--- config.mk ---
export PLATFORM = sky130hd
export DESIGN_NAME = fetch_stage
export DESIGN_NICKNAME = d
export VERILOG_FILES = /design/src/rtl/riscv_pipeline_pkg.sv /design/src/rtl/if_id_register.sv /design/src/rtl/fetch_stage.sv
export SDC_FILE = /design/constraint.sdc
export NUM_CORES = 1
export LEC_CHECK = 0
export ABC_AREA = 1
export BUFFER_PORTS_ARGS = -buffer_cell sky130_fd_sc_hd__buf_4
export CAP_MARGIN = 30
export CELL_PAD_IN_SITES_DETAIL_PLACEMENT = 1
export CELL_PAD_IN_SITES_GLOBAL_PLACEMENT = 2
export CORE_ASPECT_RATIO = 0.8
export CORE_MARGIN = 2
export CORE_UTILIZATION = 25
export DETAILED_ROUTE_END_ITERATION = 12
export GPL_TIMING_DRIVEN = 0
export PLACE_DENSITY = 0.82
export SLEW_MARGIN = 0
export SYNTH_ARGS = -nofsm -noshare
export SYNTH_HDL_FRONTEND = slang
export SYNTH_SLANG_ARGS = --single-unit
--- constraint.sdc ---
create_clock -name clk -period 1.96 [get_ports clk]
set_input_delay 0.294 -clock clk [delete_from_list [all_inputs] [get_ports clk]]
set_output_delay 0.294 -clock clk [all_outputs]
set_load 0.05 [all_outputs]
--- src/rtl/riscv_pipeline_pkg.sv ---
// Shared pipeline definitions for the RISC-V core: architectural width,
// the canonical NOP, the default boot PC and the IF/ID bundle that fetch
// produces and decode consumes.
package riscv_pipeline_pkg;

    // Architectural register / instruction width; the IF/ID bundle is sized by it.
    localparam int XLEN = 32;

    // addi x0, x0, 0 -- loaded into IF/ID whenever it carries no real instruction.
    localparam logic [XLEN-1:0] NOP_INSTR = 32'h0000_0013;

    // Boot address used when the fetch stage is not given an explicit RESET_PC.
    localparam logic [XLEN-1:0] DEFAULT_RESET_PC = 32'h0040_0000;

    // IF/ID pipeline register contents.
    typedef struct packed {
        logic [XLEN-1:0] pc;
        logic [XLEN-1:0] pc_plus4;
        logic [XLEN-1:0] instr;
        logic            valid;
    } if_id_t;

    // Empty IF/ID slot: used both as the reset value and as the flush value.
    function automatic if_id_t if_id_bubble();
        if_id_t b;
        b.pc       = {XLEN{1'b0}};
        b.pc_plus4 = {XLEN{1'b0}};
        b.instr    = NOP_INSTR;
        b.valid    = 1'b0;
        return b;
    endfunction

endpackage

--- src/rtl/if_id_register.sv ---
// IF/ID pipeline register. Resolves reset > flush > stall > load on every
// rising edge; with none of them asserted the contents simply hold.
module if_id_register
    import riscv_pipeline_pkg::*;
(
    input  logic   clk,
    input  logic   reset,
    input  logic   load,
    input  logic   flush,
    input  logic   stall,
    input  if_id_t d,
    output if_id_t q
);

    if_id_t ifid_r;
    if_id_t ifid_next_s;

    // Select the next IF/ID contents; flush beats stall because the
    // redirecting instruction is older than whatever is being held.
    always_comb begin
        ifid_next_s = ifid_r;
        if (flush) begin
            ifid_next_s = if_id_bubble();
        end else if (stall) begin
            ifid_next_s = ifid_r;
        end else if (load) begin
            ifid_next_s = d;
        end else begin
            ifid_next_s = ifid_r;
        end
    end

    // IF/ID state register with synchronous reset to an empty slot.
    always_ff @(posedge clk) begin
        if (reset) begin
            ifid_r <= if_id_bubble();
        end else begin
            ifid_r <= ifid_next_s;
        end
    end

    assign q = ifid_r;

endmodule

--- src/rtl/fetch_stage.sv ---
// Instruction-fetch stage: PC register, next-PC selection, +4 adder and
// the IF/ID register feeding decode. Redirects from EX flush IF/ID and
// retarget the PC (word aligned); hazard stalls freeze PC and IF/ID.
// Optional performance counters are built only when FETCH_PERF_EN is
// defined; otherwise Fetch_count_o and Bubble_count_o are tied to zero.
// DATA_WIDTH must equal riscv_pipeline_pkg::XLEN since the IF/ID bundle is
// shared with decode.
module fetch_stage
    import riscv_pipeline_pkg::*;
#(
    parameter int                    DATA_WIDTH = 32,
    parameter logic [DATA_WIDTH-1:0] RESET_PC   = DEFAULT_RESET_PC
) (
    input  logic                  clk,
    input  logic                  reset,
    input  logic                  Stall_i,
    input  logic                  Redirect_i,
    input  logic [DATA_WIDTH-1:0] Redirect_target_i,
    output logic [DATA_WIDTH-1:0] Imem_addr_o,
    input  logic [DATA_WIDTH-1:0] Imem_instr_i,
    output logic [DATA_WIDTH-1:0] IFID_pc_o,
    output logic [DATA_WIDTH-1:0] IFID_pc_plus4_o,
    output logic [DATA_WIDTH-1:0] IFID_instr_o,
    output logic                  IFID_valid_o,
    output logic [31:0]           Fetch_count_o,
    output logic [31:0]           Bubble_count_o
);

    localparam logic [DATA_WIDTH-1:0] PC_STEP = DATA_WIDTH'(32'd4);

    logic [DATA_WIDTH-1:0] pc_r;
    logic [DATA_WIDTH-1:0] pc_plus4_s;
    logic [DATA_WIDTH-1:0] pc_next_s;
    logic [DATA_WIDTH-1:0] redirect_pc_s;
    logic                  load_s;
    if_id_t                ifid_d_s;
    if_id_t                ifid_q_s;

    // Wraps silently at 2^DATA_WIDTH.
    assign pc_plus4_s    = pc_r + PC_STEP;
    assign redirect_pc_s = {Redirect_target_i[DATA_WIDTH-1:2], 2'b00};

    // A genuine fetch happens only when neither a redirect nor a stall is active.
    assign load_s = ~Redirect_i & ~Stall_i;

    // Next-PC mux: redirect > stall > sequential.
    always_comb begin
        pc_next_s = pc_r;
        if (Redirect_i) begin
            pc_next_s = redirect_pc_s;
        end else if (Stall_i) begin
            pc_next_s = pc_r;
        end else begin
            pc_next_s = pc_plus4_s;
        end
    end

    // Program counter register.
    always_ff @(posedge clk) begin
        if (reset) begin
            pc_r <= RESET_PC;
        end else begin
            pc_r <= pc_next_s;
        end
    end

    // Program memory sees the PC register directly.
    assign Imem_addr_o = pc_r;

    // Bundle describing the instruction currently being fetched.
    always_comb begin
        ifid_d_s          = if_id_bubble();
        ifid_d_s.pc       = pc_r;
        ifid_d_s.pc_plus4 = pc_plus4_s;
        ifid_d_s.instr    = Imem_instr_i;
        ifid_d_s.valid    = 1'b1;
    end

    if_id_register u_if_id_register (
        .clk   (clk),
        .reset (reset),
        .load  (load_s),
        .flush (Redirect_i),
        .stall (Stall_i),
        .d     (ifid_d_s),
        .q     (ifid_q_s)
    );

    assign IFID_pc_o       = ifid_q_s.pc;
    assign IFID_pc_plus4_o = ifid_q_s.pc_plus4;
    assign IFID_instr_o    = ifid_q_s.instr;
    assign IFID_valid_o    = ifid_q_s.valid;

`ifdef FETCH_PERF_EN
    logic [31:0] fetch_count_r;
    logic [31:0] bubble_count_r;

    // Count valid loads and redirect bubbles; stall edges touch neither.
    always_ff @(posedge clk) begin
        if (reset) begin
            fetch_count_r  <= 32'h0000_0000;
            bubble_count_r <= 32'h0000_0000;
        end else if (Redirect_i) begin
            bubble_count_r <= bubble_count_r + 32'h0000_0001;
        end else if (load_s) begin
            fetch_count_r  <= fetch_count_r + 32'h0000_0001;
        end else begin
            fetch_count_r  <= fetch_count_r;
            bubble_count_r <= bubble_count_r;
        end
    end

    assign Fetch_count_o  = fetch_count_r;
    assign Bubble_count_o = bubble_count_r;
`else
    assign Fetch_count_o  = 32'h0000_0000;
    assign Bubble_count_o = 32'h0000_0000;
`endif

endmodule

Word-level counts from Yosys, hierarchy flattened
Cells that the tools add are included.
{"block": "word_totals", "register_bits": 129, "inputBits": 68, "out_inout_bits": 193}
{"block": "classes", "n_addsub": 1, "eq_ne": 1, "n_mux": 2, "n_bitwise": 3, "reduce_logical": 2}
{"op": "2-to-1 mux 32 bit", "count": 2}
{"op": "adder 32 x 3 -> 32 bit, second input constant", "count": 1}
{"op": "!= test 2 x 1 -> 1 bit, second input constant", "count": 1}
{"op": "NOT 1 bit", "count": 2}
{"op": "AND reduction 2 bit", "count": 1}
{"op": "OR reduction 2 bit", "count": 1}
{"op": "AND 1 bit", "count": 1}

Depth between registers and ports, before layout
Gate-level depths: netlist of the first run.
{"block": "depth", "depth_word": 3, "mapped_depth": 10}

Hierarchy
From an unflattened synthesis of the first run, not the netlist that was laid out.
{"block": "hier_totals", "cells_unflattened": 1056, "area_unflattened_um2": 6895.4}
{"mod": "if_id_register", "n_inst": 1, "cells_each": 622, "area_per_inst_um2": 4097.7}
{"mod": "fetch_stage", "n_inst": 1, "cells_each": 434, "area_per_inst_um2": 2797.7}

Worst setup path after synthesis of the first run
No wires, ideal clock.
{"block": "synth_path", "path_type": "register -> register", "startpoint": "register pc_r[3] (netlist: Imem_addr_o[3])", "endpoint": "register u_if_id_register.ifid_r, in the netlist u_if_id_register.q[61]", "setup_time_ps": 135, "t_arrival_ps": 1713, "required_ps": 1825, "path_slack_ps": 112, "path_stages_with_launch": 11, "period_less_slack_ps": 1848, "path_cell_list": "dfxtp_1 -> ha_1 -> nand2_2 -> nor2_4 -> nand2_4 -> nor2_4 -> nand2_1 -> nand2_1 -> nand2_1 -> nand2_1 -> a21oi_1"}
{"block": "synth_via", "elab_chain_len": 1}
{"element": "from (decl)", "line_no": "fetch_stage.sv:31", "source": "logic [DATA_WIDTH-1:0] pc_r;"}
{"element": "from (signal assigned)", "line_no": "fetch_stage.sv:63", "source": "pc_r <= pc_next_s;"}
{"element": "adder 32 x 3 -> 32 bit", "line_no": "fetch_stage.sv:40", "source": "assign pc_plus4_s = pc_r + PC_STEP;"}
{"element": "to (signal assigned)", "line_no": "if_id_register.sv:36", "source": "ifid_r <= if_id_bubble();"}
{"element": "to (signal assigned)", "line_no": "if_id_register.sv:38", "source": "ifid_r <= ifid_next_s;"}
{"element": "to (decl)", "line_no": "if_id_register.sv:15", "source": "if_id_t ifid_r;"}
No other way between the ends.
A chain may end at the register's enable or synchronous reset.

Final worst setup path of the first run
{"block": "layout_path", "startpoint": "register pc_r[3] (netlist: Imem_addr_o[3])", "endpoint": "register u_if_id_register.ifid_r, in the netlist u_if_id_register.q[49]"}
Same word-level chain as after synthesis.

==> flow_metrics.tcl, run 1 <==
set metrics [dict create \
    ctsRootBufferMaster "clkbuf_16" \
    worst_path_max_delay_cell "dfxtp_1" \
    start_util_pct 25.7 \
    antenna_found_initial 1 \
    timing.fmax_ghz 0.565 \
    cp_num_buf_inv 0 \
    cts_setup_buffers 0 \
    h-tree-depth 4 \
    tns_ps 0 \
    yosysSeqAreaShare_pct 42.4 \
    status "completed" \
    mostFrequentLayoutCell "buf_4" \
    mostFrequentLayoutCells "258 x buf_4, 235 x nand2_1, 123 x dfxtp_1" \
    max_stage_delay_ps 450 \
    slew_headroom_pct 49.4 \
    drc 0 \
    gr-total-overflow 0 \
    design.core.area_um2 22600 \
    p_leak_nw 3.77 \
    cts_resized 0 \
    start_kind "register" \
    drtAntennaViolNets 0 \
    fin_hold_ws_ps 64.4 \
    drv_slew 0 \
    crit_path_end_kind "register" \
    grt_pass1_vias 5892 \
    power_w 0.00737 \
    crit_family "simple AND/OR/NAND/NOR gates" \
    wirelength_um 22200 \
    crit_arrival_ps 2050 \
    cellPowerDensity_nw_per_um2 868 \
    syn_inst 798 \
    die_width_um 174 \
    dp_hpwl_um 17600 \
    place_ws_ps 63.3 \
    cts_made_buffers 17 \
    numPortBuffers 187 \
    period_needed_ps 1770 \
    worst_slack_ps 191 \
    clock_latency_ps 430 \
    tightest_slew_ps 759 \
    worst_hold_path_type "in2reg" \
    place_congestion 0.816 \
    tritoncts "built" \
    die_h_um 140 \
    synth.avg_cell_area_um2 7.28 \
    irDropWorstVdd_mv 0.593 \
    finalSetupViolations 0 \
    grt.total_usage_pct 18.2 \
    postCtsHoldBufs 0 \
    critPathRequiredTime_ps 2240 \
    path_cells "ha_1 > nand3_1 > nor2_2 > nand3_1 > xor2_1 > nand2_1 > a21oi_1" \
    area_growth_pct 46.3 \
    drtPass1Iterations 4 \
    path_clk_slew_ps 60 \
    viasPerCell 4.23 \
    hold_viol 0 \
    nNetsFinal 1142 \
    placementRows 49 \
    dieArea_um2 24500 \
    finalCritPeriodShare_pct 90.3 \
    routedWlPerCell_um 15.9 \
    place_area_um2 7850 \
    ys_ff_latch 123 \
    drtIter0Drc 254 \
    final_area_um2 8500 \
    num_vias 5889 \
    synth_area_um2 5810 \
    cap_violations 0 \
    drive_gt1_share_pct 32.2 \
    path_max_fanout 6 \
    cp_common_cell "nand3_1" \
    cts_buffer_depth 2 \
    skew_ps 6.16 \
    grt_first_pass_wirelength_um 33800 \
    path_class "reg2reg" \
    ys.warnings.count 0 \
    grt_max_degree 17 \
    io_pins 261 \
    ys_types 28 \
    rsz0062_at_grt "no" \
    cts_sinks 123 \
]
-- final timing paths --
path / cells after the start / startpoint / slack, ps / to
max: 7 / Imem_addr_o[3] / 190 / u_if_id_register.q[49]
min: 3 / Imem_instr_i[4] / 60 / u_if_id_register.q[5]
max reg2reg: 7 / Imem_addr_o[3] / 190 / u_if_id_register.q[49]
min reg2reg: 2 / u_if_id_register.q[79] / 460 / u_if_id_register.q[79]
-- metrics by stage --
stage	util (%)	cells
after floorplan	-	867
after global routing	37.5	1392
after CTS	37.5	1392
after global placement	34.7	1360
after detailed placement	34.7	1360
final	37.6	1393
-- flip-flops by register name, indices dropped and copies added (netlist names) --
signal	cells
Imem_addr_o	30
u_if_id_register.q	93
-- final cells by class --
cell class | count | area [um^2]
Sequential cell | 123 | 2460
Fill cell | 2844 | 14100
Clock buffer | 22 | 474
Antenna cell | 1 | 2.50
Tap cell | 306 | 383
Timing Repair Buffer | 187 | 1400
Clock inverter | 10 | 164
Inverter | 54 | 203
Buffer | 107 | 687
Multi-Input combinational cell | 583 | 2720
-- tightest hold or removal path, cell delays in order --
cell and delay (ps):
buf_4 80, nand2_1 40, nand3_1 50
-- logic make-up (layout without fill, tap and decap cells) --
group                      after synthesis  in the layout  synth area share [%]
other                                    1             71                0.0646
and+or+nand+nor                        351            351                  26.2
AOI/OAI and AO/OA                      154            154                  14.8
adders and majority gates                1              1                 0.215
xor gates and xnor gates                 7              7                  1.06
buffers and inverters                  161            380                  15.3
DFF                                    123            123                  42.4
-- synth_stat cells --
cell	count	share of area, %
nand2_1	235	15
dfxtp_1	123	42
a21oi_1	94	8.1
buf_4	71	9.2
nor2_1	53	3.4
inv_1	49	3.2
nand3_1	25	2.2
o21ai_0	24	2.1
a211oi_1	18	2.3
clkbuf_1	18	1.2
buf_2	15	1.3
nand2_2	14	1.5
nor2_4	13	2.5
a31oi_1	7	0.75
nor2_2	7	0.75
inv_2	5	0.32
xor2_1	5	0.75
a21oi_2	4	0.60
a22o_1	4	0.60
buf_1	3	0.19
nand2_4	2	0.39
o21ai_1	2	0.17
xnor2_1	2	0.30
conb_1	1	0.065
ha_1	1	0.22
nand3b_1	1	0.13
o211ai_1	1	0.13
or2_2	1	0.11
-- power by group --
group	switching, W	total (W)	internal (W)
Clock	0.00119	0.00342	0.00223
Sequential	0.0000876	0.00267	0.00258
Combinational	0.000916	0.00129	0.000376
-- per-layer routing --
metal  global-route usage, %  vias up  share of wire (%)
met5                       0        -                  0
met4                    5.48        0                1.3
met3                    4.29       19                5.5
met2                    29.4      146                 46
met1                    24.1     2765                 47
li1                        -     2959                  -
(Power assumes the default switching activity.)
==> inputs of run 2 (changes only) <==
==> constraint.sdc (replaced) <==
create_clock -name clk -period 1.95 [get_ports clk]
set_input_delay 0.2925 -clock clk [delete_from_list [all_inputs] [get_ports clk]]
set_output_delay 0.2925 -clock clk [all_outputs]
set_load 0.05 [all_outputs]
==> run 2 against run 1 <==
Wire length about the same. Global-route usage unchanged. Combinational power hardly changed. Sequential cell count unchanged. Utilization barely moved. Register-to-register slack hardly changed. Die area is the same. Power rose by 0.50%. Critical path type unchanged. Largest cell class unchanged. Highest routed layer unchanged.
==> flow_metrics.tcl, run 2 (same netlist as run 1, synthesis figures left out) <==
set metrics [dict create \
    grt.total_usage_pct 18.2 \
    mostFrequentLayoutCell "buf_4" \
    die_h_um 140 \
    cts_sinks 123 \
    place_congestion 0.816 \
    finalSetupViolations 0 \
    drive_gt1_share_pct 32.2 \
    grt_pass1_vias 5892 \
    p_leak_nw 3.77 \
    num_vias 5886 \
    crit_path_end_kind "register" \
    skew_ps 6.16 \
    drtIter0Drc 254 \
    routedWlPerCell_um 15.9 \
    ctsRootBufferMaster "clkbuf_16" \
    numPortBuffers 187 \
    finalCritPeriodShare_pct 90.0 \
    grt_max_degree 17 \
    mostFrequentLayoutCells "258 x buf_4, 235 x nand2_1, 123 x dfxtp_1" \
    dieArea_um2 24500 \
    area_growth_pct 46.4 \
    drtAntennaViolNets 0 \
    rsz0062_at_grt "no" \
    drv_slew 0 \
    io_pins 261 \
    wirelength_um 22200 \
    cap_violations 0 \
    grt_first_pass_wirelength_um 33800 \
    drtPass1Iterations 4 \
    placementRows 49 \
    largest_reg_flops 93 \
    cts_setup_buffers 0 \
    h-tree-depth 4 \
    path_clk_slew_ps 60 \
    timing.fmax_ghz 0.570 \
    cts_resized 0 \
    clock_latency_ps 430 \
    irDropWorstVdd_mv 0.597 \
    tritoncts "built" \
    slew_headroom_pct 48.4 \
    worst_slack_ps 194 \
    crit_arrival_ps 2110 \
    cts_made_buffers 17 \
    start_kind "register" \
    path_class "reg2reg" \
    dp_hpwl_um 17600 \
    start_util_pct 25.7 \
    tightest_slew_ps 774 \
    postCtsHoldBufs 0 \
    die_width_um 174 \
    gr-total-overflow 0 \
    path_max_fanout 6 \
    worst_hold_path_type "in2reg" \
    tns_ps 0 \
    nNetsFinal 1142 \
    antenna_found_initial 1 \
    cts_buffer_depth 2 \
    cellPowerDensity_nw_per_um2 872 \
    period_needed_ps 1760 \
    hold_viol 0 \
    status "completed" \
    fillers 2843 \
    critPathRequiredTime_ps 2300 \
    place_ws_ps 53.3 \
    viasPerCell 4.23 \
    drc 0 \
    design.core.area_um2 22600 \
]
[run 2: per-stage QoR]
step | cell area, um^2 | total power, W | hold slack, ps | std cells | utilization (%)
after floorplan | 6070 | 0.00364 | 406 | 867 | -
after global placement | 7850 | 0.00402 | 450 | 1360 | 34.7
after detailed placement | 7850 | 0.00403 | 456 | 1360 | 34.7
after CTS | 8490 | 0.00749 | 48.2 | 1392 | 37.5
after global routing | 8500 | 0.00770 | 71.0 | 1392 | 37.6
final | 8500 | 0.00741 | 62.6 | 1393 | 37.6
[run 2: layout make-up]
cell class	instances	area [um^2]	share of cell area, %
Timing Repair Buffer	187	1400	16.5
Buffer	107	687	8.08
Tap cell	306	383	4.50
Clock inverter	10	164	1.93
Inverter	54	203	2.38
Sequential cell	123	2460	29.0
Antenna cell	1	2.50	0.0294
Multi-Input combinational cell	583	2720	32.0
Clock buffer	22	474	5.58
[run 2: path summary, 6_finish.rpt]
kind	startpoint	to	slack, ps	cells past startpoint
worst max register to register	Imem_addr_o[3]	u_if_id_register.q[55]	190	9
worst min-delay path	Imem_instr_i[4]	u_if_id_register.q[5]	60	3
worst max-delay path	Imem_addr_o[3]	u_if_id_register.q[55]	190	9
worst min register to register	u_if_id_register.q[79]	u_if_id_register.q[79]	460	2
[run 2: worst max-delay path, stage by stage (launching register included)]
cell	delay [ps]
dfxtp_1	450
ha_1	250
nand2_2	90
nor2_4	200
nand2_4	130
nor2_4	160
nand2_1	70
nand2_1	60
nand3_1	120
a21oi_1	160
[run 2: report_power, final]
group	internal (W)	switching, W	leakage, nW
Clock	0.00224	0.00119	0.299
Combinational	0.000378	0.000921	2.47
Sequential	0.00259	0.0000880	1.00
[run 2: per-layer routing]
metal | GRT usage (%) | up-vias | part of all wire, %
met5 | 0 | - | 0
met4 | 5.48 | 0 | 1.3
met3 | 4.29 | 19 | 5.5
met2 | 29.4 | 146 | 46
met1 | 24.1 | 2761 | 47
li1 | - | 2960 | -
